File: config.mk
export PLATFORM = sky130hd
export DESIGN_NAME = ls_queue_flat
export DESIGN_NICKNAME = d
export VERILOG_FILES = /design/src/rtl/ls_queue_pkg.sv /design/src/rtl/ls_queue_if.sv /design/src/rtl/ls_queue_operand.sv /design/src/rtl/ls_queue.sv /design/src/flat_wrapper.sv
export SDC_FILE = /design/constraint.sdc
export NUM_CORES = 1
export LEC_CHECK = 0
export ABC_AREA = 0
export CORE_UTILIZATION = 30
export CTS_CLUSTER_SIZE = 28
export DETAILED_ROUTE_END_ITERATION = 8
export GPL_ROUTABILITY_DRIVEN = 0
export SETUP_SLACK_MARGIN = 0.3
export SLEW_MARGIN = 20
export SYNTH_ARGS = -nofsm -noshare
export SYNTH_HDL_FRONTEND = slang
export SYNTH_HIERARCHICAL = 1
export SYNTH_SLANG_ARGS = --single-unit
File: constraint.sdc
create_clock -name clk -period 6.39 [get_ports clk]
set_clock_uncertainty 0.15 [all_clocks]
set_input_delay 1.278 -clock clk [delete_from_list [all_inputs] [get_ports clk]]
set_output_delay 1.278 -clock clk [all_outputs]
set_load 0.05 [all_outputs]
File: src/rtl/ls_queue_pkg.sv
// ls_pkg: shared types for the load/store queue.
// Op-type constants, tag width, operand and entry records, address helper.
package ls_pkg;

    localparam int   W_TAG       = 6;
    localparam logic LS_OP_LOAD  = 1'b0;
    localparam logic LS_OP_STORE = 1'b1;

    typedef struct packed {
        logic [31:0]      val;
        logic [W_TAG-1:0] tag;
        logic             rdy;
    } operand_t;

    typedef struct packed {
        logic             valid;
        logic             opcode;
        logic [W_TAG-1:0] tag;
        logic [15:0]      imm;
        operand_t         rs;
        operand_t         rt;
    } entry_t;

    // base + sign-extended 16-bit offset, carry out dropped
    function automatic logic [31:0] eff_addr(
        input logic [31:0] base,
        input logic [15:0] imm
    );
        return base + {{16{imm[15]}}, imm};
    endfunction

endpackage

File: src/rtl/ls_queue_if.sv
// ls_queue_if: dispatch and issue bundle of the load/store queue.
// master = dispatch/consumer side, slave = the queue.
interface ls_queue_if #(
    parameter int W_TAG = 6
);

    logic             dispatch_valid;
    logic             dispatch_ready;
    logic             dispatch_opcode;
    logic [W_TAG-1:0] dispatch_tag;
    logic [15:0]      dispatch_imm;
    logic [31:0]      dispatch_rs_data;
    logic [W_TAG-1:0] dispatch_rs_tag;
    logic             dispatch_rs_valid;
    logic [31:0]      dispatch_rt_data;
    logic [W_TAG-1:0] dispatch_rt_tag;
    logic             dispatch_rt_valid;

    logic             lsq_valid;
    logic             lsq_opcode;
    logic [31:0]      lsq_address;
    logic [31:0]      lsq_data;
    logic [W_TAG-1:0] lsq_tag;

    modport master (
        output dispatch_valid, dispatch_opcode,
        output dispatch_tag, dispatch_imm,
        output dispatch_rs_data, dispatch_rs_tag,
        output dispatch_rs_valid,
        output dispatch_rt_data, dispatch_rt_tag,
        output dispatch_rt_valid,
        input  dispatch_ready,
        input  lsq_valid, lsq_opcode, lsq_address,
        input  lsq_data, lsq_tag
    );

    modport slave (
        input  dispatch_valid, dispatch_opcode,
        input  dispatch_tag, dispatch_imm,
        input  dispatch_rs_data, dispatch_rs_tag,
        input  dispatch_rs_valid,
        input  dispatch_rt_data, dispatch_rt_tag,
        input  dispatch_rt_valid,
        output dispatch_ready,
        output lsq_valid, lsq_opcode, lsq_address,
        output lsq_data, lsq_tag
    );

endinterface

File: src/rtl/ls_queue_operand.sv
// ls_queue_operand: one operand slot of a queue entry.
// Ports: wr_* load on dispatch, snoop_en enables CDB capture, opnd = slot.
module ls_queue_operand
    import ls_pkg::*;
(
    input  logic             clk,
    input  logic             reset,
    input  logic             wr_en,
    input  logic [31:0]      wr_val,
    input  logic [W_TAG-1:0] wr_tag,
    input  logic             wr_rdy,
    input  logic             snoop_en,
    input  logic             cdb_valid,
    input  logic [W_TAG-1:0] cdb_tag,
    input  logic [31:0]      cdb_data,
    output operand_t         opnd
);

    operand_t opnd_q;
    operand_t opnd_d;
    logic     hit_wr;
    logic     hit_snoop;

    // bypass: producer broadcasts in the same cycle the op is written
    assign hit_wr = cdb_valid & ~wr_rdy
                  & (cdb_tag == wr_tag);
    assign hit_snoop = cdb_valid & snoop_en & ~opnd_q.rdy
                     & (cdb_tag == opnd_q.tag);

    always_comb begin
        opnd_d = opnd_q;
        if (wr_en) begin
            opnd_d.val = wr_val;
            opnd_d.tag = wr_tag;
            opnd_d.rdy = wr_rdy;
            if (hit_wr) begin
                opnd_d.val = cdb_data;
                opnd_d.rdy = 1'b1;
            end
        end else if (hit_snoop) begin
            opnd_d.val = cdb_data;
            opnd_d.rdy = 1'b1;
        end
    end

    always_ff @(posedge clk) begin
        if (reset) opnd_q <= '0;
        else       opnd_q <= opnd_d;
    end

    assign opnd = opnd_q;

endmodule

File: src/rtl/ls_queue.sv
// ls_queue: in-order load/store queue issuing resolved ops to the dcache.
// Ports: clk/reset/flush, cdb_* snoop, issue_en grant, bus = dispatch+issue.
module ls_queue
    import ls_pkg::*;
#(
    parameter int DEPTH = 4,
    parameter int W_TAG = 6
) (
    input  logic             clk,
    input  logic             reset,
    input  logic             flush,
    input  logic             cdb_valid,
    input  logic [W_TAG-1:0] cdb_tag,
    input  logic [31:0]      cdb_data,
    input  logic             issue_en,
    ls_queue_if.slave        bus
);

    localparam int PW = $clog2(DEPTH);
    localparam int CW = PW + 1;

    logic [PW-1:0]    head_q, head_d;
    logic [PW-1:0]    tail_q, tail_d;
    logic [CW-1:0]    count_q, count_d;
    logic [DEPTH-1:0] valid_q, valid_d;
    logic [DEPTH-1:0] opc_q, opc_d;
    logic [W_TAG-1:0] tag_q [DEPTH];
    logic [W_TAG-1:0] tag_d [DEPTH];
    logic [15:0]      imm_q [DEPTH];
    logic [15:0]      imm_d [DEPTH];
    operand_t         rs_q  [DEPTH];
    operand_t         rt_q  [DEPTH];

    logic             out_valid_q, out_valid_d;
    logic             out_opc_q, out_opc_d;
    logic [31:0]      out_addr_q, out_addr_d;
    logic [31:0]      out_data_q, out_data_d;
    logic [W_TAG-1:0] out_tag_q, out_tag_d;

    entry_t head_e;
    logic   ready;
    logic   resolved;
    logic   enq;
    logic   deq;
    logic   rt_wr_rdy;

    assign ready = (count_q != CW'(DEPTH));

    always_comb begin
        head_e        = '0;
        head_e.valid  = valid_q[head_q];
        head_e.opcode = opc_q[head_q];
        head_e.tag    = tag_q[head_q];
        head_e.imm    = imm_q[head_q];
        head_e.rs     = rs_q[head_q];
        head_e.rt     = rt_q[head_q];
    end

    assign resolved = head_e.valid & head_e.rs.rdy
                    & head_e.rt.rdy;
    assign enq = bus.dispatch_valid & ready & ~flush;
    assign deq = resolved & issue_en & ~flush;

    // loads carry no store data, so their rt never blocks
    assign rt_wr_rdy = bus.dispatch_rt_valid
                     | (bus.dispatch_opcode == LS_OP_LOAD);

    for (genvar i = 0; i < DEPTH; i++) begin : g_ent
        logic wr;
        assign wr = enq & (tail_q == PW'(i));

        ls_queue_operand u_rs (
            .clk       (clk),
            .reset     (reset),
            .wr_en     (wr),
            .wr_val    (bus.dispatch_rs_data),
            .wr_tag    (bus.dispatch_rs_tag),
            .wr_rdy    (bus.dispatch_rs_valid),
            .snoop_en  (valid_q[i]),
            .cdb_valid (cdb_valid),
            .cdb_tag   (cdb_tag),
            .cdb_data  (cdb_data),
            .opnd      (rs_q[i])
        );

        ls_queue_operand u_rt (
            .clk       (clk),
            .reset     (reset),
            .wr_en     (wr),
            .wr_val    (bus.dispatch_rt_data),
            .wr_tag    (bus.dispatch_rt_tag),
            .wr_rdy    (rt_wr_rdy),
            .snoop_en  (valid_q[i]),
            .cdb_valid (cdb_valid),
            .cdb_tag   (cdb_tag),
            .cdb_data  (cdb_data),
            .opnd      (rt_q[i])
        );
    end

    always_comb begin
        head_d  = head_q;
        tail_d  = tail_q;
        count_d = count_q;
        valid_d = valid_q;
        opc_d   = opc_q;
        tag_d   = tag_q;
        imm_d   = imm_q;
        if (flush) begin
            head_d  = '0;
            tail_d  = '0;
            count_d = '0;
            valid_d = '0;
        end else begin
            if (enq) begin
                valid_d[tail_q] = 1'b1;
                opc_d[tail_q]   = bus.dispatch_opcode;
                tag_d[tail_q]   = bus.dispatch_tag;
                imm_d[tail_q]   = bus.dispatch_imm;
                tail_d          = tail_q + 1'b1;
            end
            if (deq) begin
                valid_d[head_q] = 1'b0;
                head_d          = head_q + 1'b1;
            end
            unique case ({enq, deq})
                2'b10:   count_d = count_q + 1'b1;
                2'b01:   count_d = count_q - 1'b1;
                default: count_d = count_q;
            endcase
        end
    end

    always_comb begin
        out_valid_d = deq;
        out_opc_d   = out_opc_q;
        out_addr_d  = out_addr_q;
        out_data_d  = out_data_q;
        out_tag_d   = out_tag_q;
        if (deq) begin
            out_opc_d  = head_e.opcode;
            out_addr_d = eff_addr(head_e.rs.val, head_e.imm);
            out_data_d = (head_e.opcode == LS_OP_STORE)
                       ? head_e.rt.val : 32'h0;
            out_tag_d  = head_e.tag;
        end
    end

    always_ff @(posedge clk) begin
        if (reset) begin
            head_q      <= '0;
            tail_q      <= '0;
            count_q     <= '0;
            valid_q     <= '0;
            opc_q       <= '0;
            for (int i = 0; i < DEPTH; i++) begin
                tag_q[i] <= '0;
                imm_q[i] <= '0;
            end
            out_valid_q <= 1'b0;
            out_opc_q   <= 1'b0;
            out_addr_q  <= '0;
            out_data_q  <= '0;
            out_tag_q   <= '0;
        end else begin
            head_q      <= head_d;
            tail_q      <= tail_d;
            count_q     <= count_d;
            valid_q     <= valid_d;
            opc_q       <= opc_d;
            tag_q       <= tag_d;
            imm_q       <= imm_d;
            out_valid_q <= out_valid_d;
            out_opc_q   <= out_opc_d;
            out_addr_q  <= out_addr_d;
            out_data_q  <= out_data_d;
            out_tag_q   <= out_tag_d;
        end
    end

    assign bus.dispatch_ready = ready;
    assign bus.lsq_valid      = out_valid_q;
    assign bus.lsq_opcode     = out_opc_q;
    assign bus.lsq_address    = out_addr_q;
    assign bus.lsq_data       = out_data_q;
    assign bus.lsq_tag        = out_tag_q;

endmodule

File: src/flat_wrapper.sv
// flat-port wrapper written by rule: the top's interface ports become plain ports
module ls_queue_flat import ls_pkg::*;
#(
    parameter int DEPTH = 4,
    parameter int W_TAG = 6
)
  (clk, reset, flush, cdb_valid, cdb_tag, cdb_data, issue_en, bus_dispatch_valid, bus_dispatch_opcode, bus_dispatch_tag, bus_dispatch_imm, bus_dispatch_rs_data, bus_dispatch_rs_tag, bus_dispatch_rs_valid, bus_dispatch_rt_data, bus_dispatch_rt_tag, bus_dispatch_rt_valid, bus_dispatch_ready, bus_lsq_valid, bus_lsq_opcode, bus_lsq_address, bus_lsq_data, bus_lsq_tag);
  ls_queue_if #(.W_TAG(W_TAG)) bus_i ();
  input  logic clk;
  input  logic reset;
  input  logic flush;
  input  logic cdb_valid;
  input  logic [W_TAG-1:0] cdb_tag;
  input  logic [31:0] cdb_data;
  input  logic issue_en;
  input wire logic [$bits(bus_i.dispatch_valid)-1:0] bus_dispatch_valid;
  input wire logic [$bits(bus_i.dispatch_opcode)-1:0] bus_dispatch_opcode;
  input wire logic [$bits(bus_i.dispatch_tag)-1:0] bus_dispatch_tag;
  input wire logic [$bits(bus_i.dispatch_imm)-1:0] bus_dispatch_imm;
  input wire logic [$bits(bus_i.dispatch_rs_data)-1:0] bus_dispatch_rs_data;
  input wire logic [$bits(bus_i.dispatch_rs_tag)-1:0] bus_dispatch_rs_tag;
  input wire logic [$bits(bus_i.dispatch_rs_valid)-1:0] bus_dispatch_rs_valid;
  input wire logic [$bits(bus_i.dispatch_rt_data)-1:0] bus_dispatch_rt_data;
  input wire logic [$bits(bus_i.dispatch_rt_tag)-1:0] bus_dispatch_rt_tag;
  input wire logic [$bits(bus_i.dispatch_rt_valid)-1:0] bus_dispatch_rt_valid;
  output wire logic [$bits(bus_i.dispatch_ready)-1:0] bus_dispatch_ready;
  output wire logic [$bits(bus_i.lsq_valid)-1:0] bus_lsq_valid;
  output wire logic [$bits(bus_i.lsq_opcode)-1:0] bus_lsq_opcode;
  output wire logic [$bits(bus_i.lsq_address)-1:0] bus_lsq_address;
  output wire logic [$bits(bus_i.lsq_data)-1:0] bus_lsq_data;
  output wire logic [$bits(bus_i.lsq_tag)-1:0] bus_lsq_tag;
  assign bus_i.dispatch_valid = bus_dispatch_valid;
  assign bus_i.dispatch_opcode = bus_dispatch_opcode;
  assign bus_i.dispatch_tag = bus_dispatch_tag;
  assign bus_i.dispatch_imm = bus_dispatch_imm;
  assign bus_i.dispatch_rs_data = bus_dispatch_rs_data;
  assign bus_i.dispatch_rs_tag = bus_dispatch_rs_tag;
  assign bus_i.dispatch_rs_valid = bus_dispatch_rs_valid;
  assign bus_i.dispatch_rt_data = bus_dispatch_rt_data;
  assign bus_i.dispatch_rt_tag = bus_dispatch_rt_tag;
  assign bus_i.dispatch_rt_valid = bus_dispatch_rt_valid;
  assign bus_dispatch_ready = bus_i.dispatch_ready;
  assign bus_lsq_valid = bus_i.lsq_valid;
  assign bus_lsq_opcode = bus_i.lsq_opcode;
  assign bus_lsq_address = bus_i.lsq_address;
  assign bus_lsq_data = bus_i.lsq_data;
  assign bus_lsq_tag = bus_i.lsq_tag;
  ls_queue #(.DEPTH(DEPTH), .W_TAG(W_TAG)) u_core (.clk(clk), .reset(reset), .flush(flush), .cdb_valid(cdb_valid), .cdb_tag(cdb_tag), .cdb_data(cdb_data), .issue_en(issue_en), .bus(bus_i));
endmodule
==> flow_summary.toml <==
[worst_setup_path]
worst-path-buf-inv = 1
critical_path.top_delay_family = "compound AO/OA/AOI/OAI gates"
timing.critical_path.cells = "buf_12 -> mux4_2 -> ha_1 -> a21oi_1 -> o21ai_1 -> a21boi_0 -> o21ai_1 -> o211ai_1 -> a21boi_0 -> o221ai_1"
critPathKind = "reg2reg"
critical_path.max_fanout = 37
critical_path_arrival_ps = 4520
worst_ep_required_time_ps = 6710
worstSetupEndpointType = "flip-flop"
crit_path_max_incr_delay_ps = 850
start_kind = "flip-flop"
slowest_stage = "sky130_fd_sc_hd__dfxtp_4"

[floorplanning]
floorplan.initialDensity = 0.304
core_area_mm2 = 0.0807
die_w_um = 288
die_height_um = 288
num_rows = 104
floorplan.die_area_mm2 = 0.0829
pin_count = 218

[sta]
timing.final.crit_share = 0.657
maxSlewViolCount = 0
finalHoldViolCount = 0
setup_total_negative_slack_ps = 0
post-route-worst-setup-slack_ps = 2190
timing.fmax_ghz = 0.238
tightestPinTransition_ps = 1160
grt_setup_unrepaired = "no"
relative_slew_slack = 0.221
fin_hold_ws_ps = 300
final-setup-viol-count = 0
final_period_minus_worst_setup_slack_ps = 4200

[clocking]
cts.path.max_buffers = 3
post_cts.resized_instances = 0
clock_insertion_delay_worst_skew_ps = 640
cts_max_level = 2
cts_tree = "yes"
setup_fix_bufs_post_cts = 0
clock-root-buffer = "sky130_fd_sc_hd__clkbuf_16"
clk_pin_slew_worst_paths_ps = 60
postCtsHoldBufs = 0
tritoncts.num_buffers = 55
clock_sink_count = 487

[power]
seqPwrFrac = 0.441
power.combinational.fraction = 0.096
clkPwrFrac = 0.463
irDropWorstVdd_mv = 0.228
cellLeakagePower_nw = 9.77
switchingPower_w = 0.00179
cellInternalPower_w = 0.00530
power_density_mw_per_mm2 = 244
power.share.switching = 0.253
post-layout-total-power_w = 0.00709

[routing]
postRouteAntennaNets = 0
wl_met1_mm = 38.3
detail_route.drc_violations = 60
maxUsedRoutingLayer = "met5"
avgRoutedWirePerCell_um = 23.3
met3_length_mm = 5.63
num_vias = 20100
drt_iter0_markers = 1919
met2WireLength_mm = 39.0
post_drt_via_cell_ratio = 5.52
wl_mm = 85.0
detailedRoute.firstPassIterationCount = 9

[logic_synthesis]
avgSynthCellArea_um2 = 10.2
synth_top_cells_by_area = "sky130_fd_sc_hd__dfxtp_1 (40%), sky130_fd_sc_hd__o221a_1 (11%), sky130_fd_sc_hd__mux4_2 (8.0%)"
synth_sequential_area_ratio = 0.398
number_of_library_cell_types_mapped_by_synthesis = 75
synth_nets = 2590
total_of_warnings_raised_by_yosys = 6
synthesis.area_mm2 = 0.0245
yosys_register_bits = 487
dominant_cell_type_by_area_after_synthesis = "sky130_fd_sc_hd__dfxtp_1"
synthCells = 2403
yosysTopAreaCellShare = 0.398
yosys-top-cells-count = "sky130_fd_sc_hd__dfxtp_1 (487), sky130_fd_sc_hd__nand2_1 (301), sky130_fd_sc_hd__o21a_1 (259), sky130_fd_sc_hd__o221a_1 (232), sky130_fd_sc_hd__a21oi_1 (192)"
postSynth.topFlopCell = "sky130_fd_sc_hd__dfxtp_1"
synth_enable_flop_cells = 0
synthArstFlopShare = 0
yosys.cell_count.top_type = "sky130_fd_sc_hd__dfxtp_1"

[layout]
area_growth_syn_to_layout_pct = 18.6
fillCellCount = 8097
finish.net_count = 2717
drive_gt1_frac = 0.120
layout.core_utilization = 0.360

[run]
cap_violations = 0

[global_routing]
grt_start_max_net_pins = 132
grt_antenna_before_repair = 10
global_route.usage.total = 0.201
first_global_vias = 19700
grt.overflow.total = 0
grt_pass1_wl_mm = 128

[place]
pre_cts_slack_ps = 1820
port-buffer-count = 217
hpwl_mm = 56.5

[outcome]
violated_checks = "design-rule violations"
run_status = "finished with violations"

[hold_path]
min_path_type = "reg2reg"
[final cells by class]
class,instances,area [um^2],area share
Tap cell,1060,1330,0.0456
Clock buffer,80,1580,0.0544
Sequential cell,487,9760,0.336
Inverter,38,144,0.00495
Antenna cell,7,17.5,0.000603
Multi-Input combinational cell,1684,13400,0.461
Clock inverter,22,278,0.00955
Timing Repair Buffer,264,2560,0.0882
[cells by family (layout without fill, tap and decap cells)]
kind of cell	count (synthesis)	count (layout)	synth area share
AO/OA/AOI/OAI	821	821	0.278
AND/OR/NAND/NOR	570	570	0.105
buffers and inverters	232	404	0.0561
multiplexers	138	138	0.101
flip-flops	487	487	0.398
other	0	7	0
adder cells (fa/ha/maj)	42	42	0.0220
XOR/XNOR	113	113	0.0404
[power by group through the flow]
stage               Sequential (W)  Combinational, W  Clock, W
floorplan                  0.00318          0.000373         0
global route               0.00313          0.000721   0.00347
CTS                        0.00313          0.000674   0.00336
global placement           0.00319          0.000667         0
finish                     0.00313          0.000677   0.00329
detailed placement         0.00319          0.000670         0
[per-layer routing]
metal	track usage	up-vias
li1	-	9307
met4	0.0598	12
met2	0.317	664
met5	0	-
met1	0.279	10000
met3	0.0357	126
[registers in the layout (all words and copies together), names as in the netlist]
name / flops
u_core/tail_q: 2
u_core/bus.lsq_valid: 1
u_core/bus.lsq_data: 32
u_core/valid_q: 4
u_core/bus.lsq_opcode: 1
u_core/bus.lsq_address: 32
u_core/g_ent.u_rs/opnd: 156
u_core/imm_q: 64
u_core/head_q: 2
u_core/bus.lsq_tag: 6
u_core/count_q: 3
u_core/opc_q: 4
u_core/g_ent.u_rt/opnd: 156
u_core/tag_q: 24
[worst reg2reg max path, stage by stage, from the launching register on]
cell	delay, ps
sky130_fd_sc_hd__dfxtp_4	850
sky130_fd_sc_hd__buf_12	410
sky130_fd_sc_hd__mux4_2	630
sky130_fd_sc_hd__ha_1	450
sky130_fd_sc_hd__a21oi_1	90
sky130_fd_sc_hd__o21ai_1	290
sky130_fd_sc_hd__a21boi_0	140
sky130_fd_sc_hd__o21ai_1	440
sky130_fd_sc_hd__o211ai_1	220
sky130_fd_sc_hd__a21boi_0	250
sky130_fd_sc_hd__o221ai_1	130
[cell usage in the layout (no fill, tap or decap), types with 5 or more instances in the layout]
cell type / instances
sky130_fd_sc_hd__nand3b_1: 5
sky130_fd_sc_hd__o22ai_1: 9
sky130_fd_sc_hd__a21o_1: 14
sky130_fd_sc_hd__and3b_1: 8
sky130_fd_sc_hd__bufinv_16: 5
sky130_fd_sc_hd__inv_1: 33
sky130_fd_sc_hd__nor2_2: 9
sky130_fd_sc_hd__clkbuf_16: 55
sky130_fd_sc_hd__nor3_1: 32
sky130_fd_sc_hd__o21bai_1: 5
sky130_fd_sc_hd__nand4_1: 18
sky130_fd_sc_hd__diode_2: 7
sky130_fd_sc_hd__o21ai_0: 18
sky130_fd_sc_hd__o21a_1: 259
sky130_fd_sc_hd__a21oi_1: 192
sky130_fd_sc_hd__buf_4: 44
sky130_fd_sc_hd__ha_1: 40
sky130_fd_sc_hd__clkbuf_1: 14
sky130_fd_sc_hd__clkbuf_8: 11
sky130_fd_sc_hd__nand3_1: 66
sky130_fd_sc_hd__nor2b_1: 10
sky130_fd_sc_hd__mux4_2: 87
sky130_fd_sc_hd__clkinv_2: 13
sky130_fd_sc_hd__xnor2_1: 105
sky130_fd_sc_hd__o211ai_1: 5
sky130_fd_sc_hd__mux2i_1: 51
sky130_fd_sc_hd__xor2_1: 8
sky130_fd_sc_hd__o221a_2: 24
sky130_fd_sc_hd__clkdlybuf4s50_1: 216
sky130_fd_sc_hd__dfxtp_1: 485
sky130_fd_sc_hd__o21ai_4: 16
sky130_fd_sc_hd__nor2_1: 88
sky130_fd_sc_hd__nand2_1: 301
sky130_fd_sc_hd__nand4_2: 9
sky130_fd_sc_hd__o221a_1: 232
[path summary, 6_finish.rpt]
kind / start / endpoint / slack (ps) / depth (start not counted)
worst min-delay path: u_core/imm_q[16] / u_core/imm_q[16] / 300 / 2
worst max-delay path: u_core/head_q[0] / u_core/bus.lsq_address[30] / 2190 / 10
worst min register to register: u_core/imm_q[16] / u_core/imm_q[16] / 300 / 2
worst max register to register: u_core/head_q[0] / u_core/bus.lsq_address[30] / 2190 / 10
[per-stage QoR]
step / instances / cell area [um^2]
6_report: 3642 / 29100
3_5_place_dp: 3533 / 27200
4_1_cts: 3635 / 29100
2_1_floorplan: 2403 / 24500
3_3_place_gp: 3533 / 27200
5_1_grt: 3636 / 29100
Power figures use the tool's default switching activity.
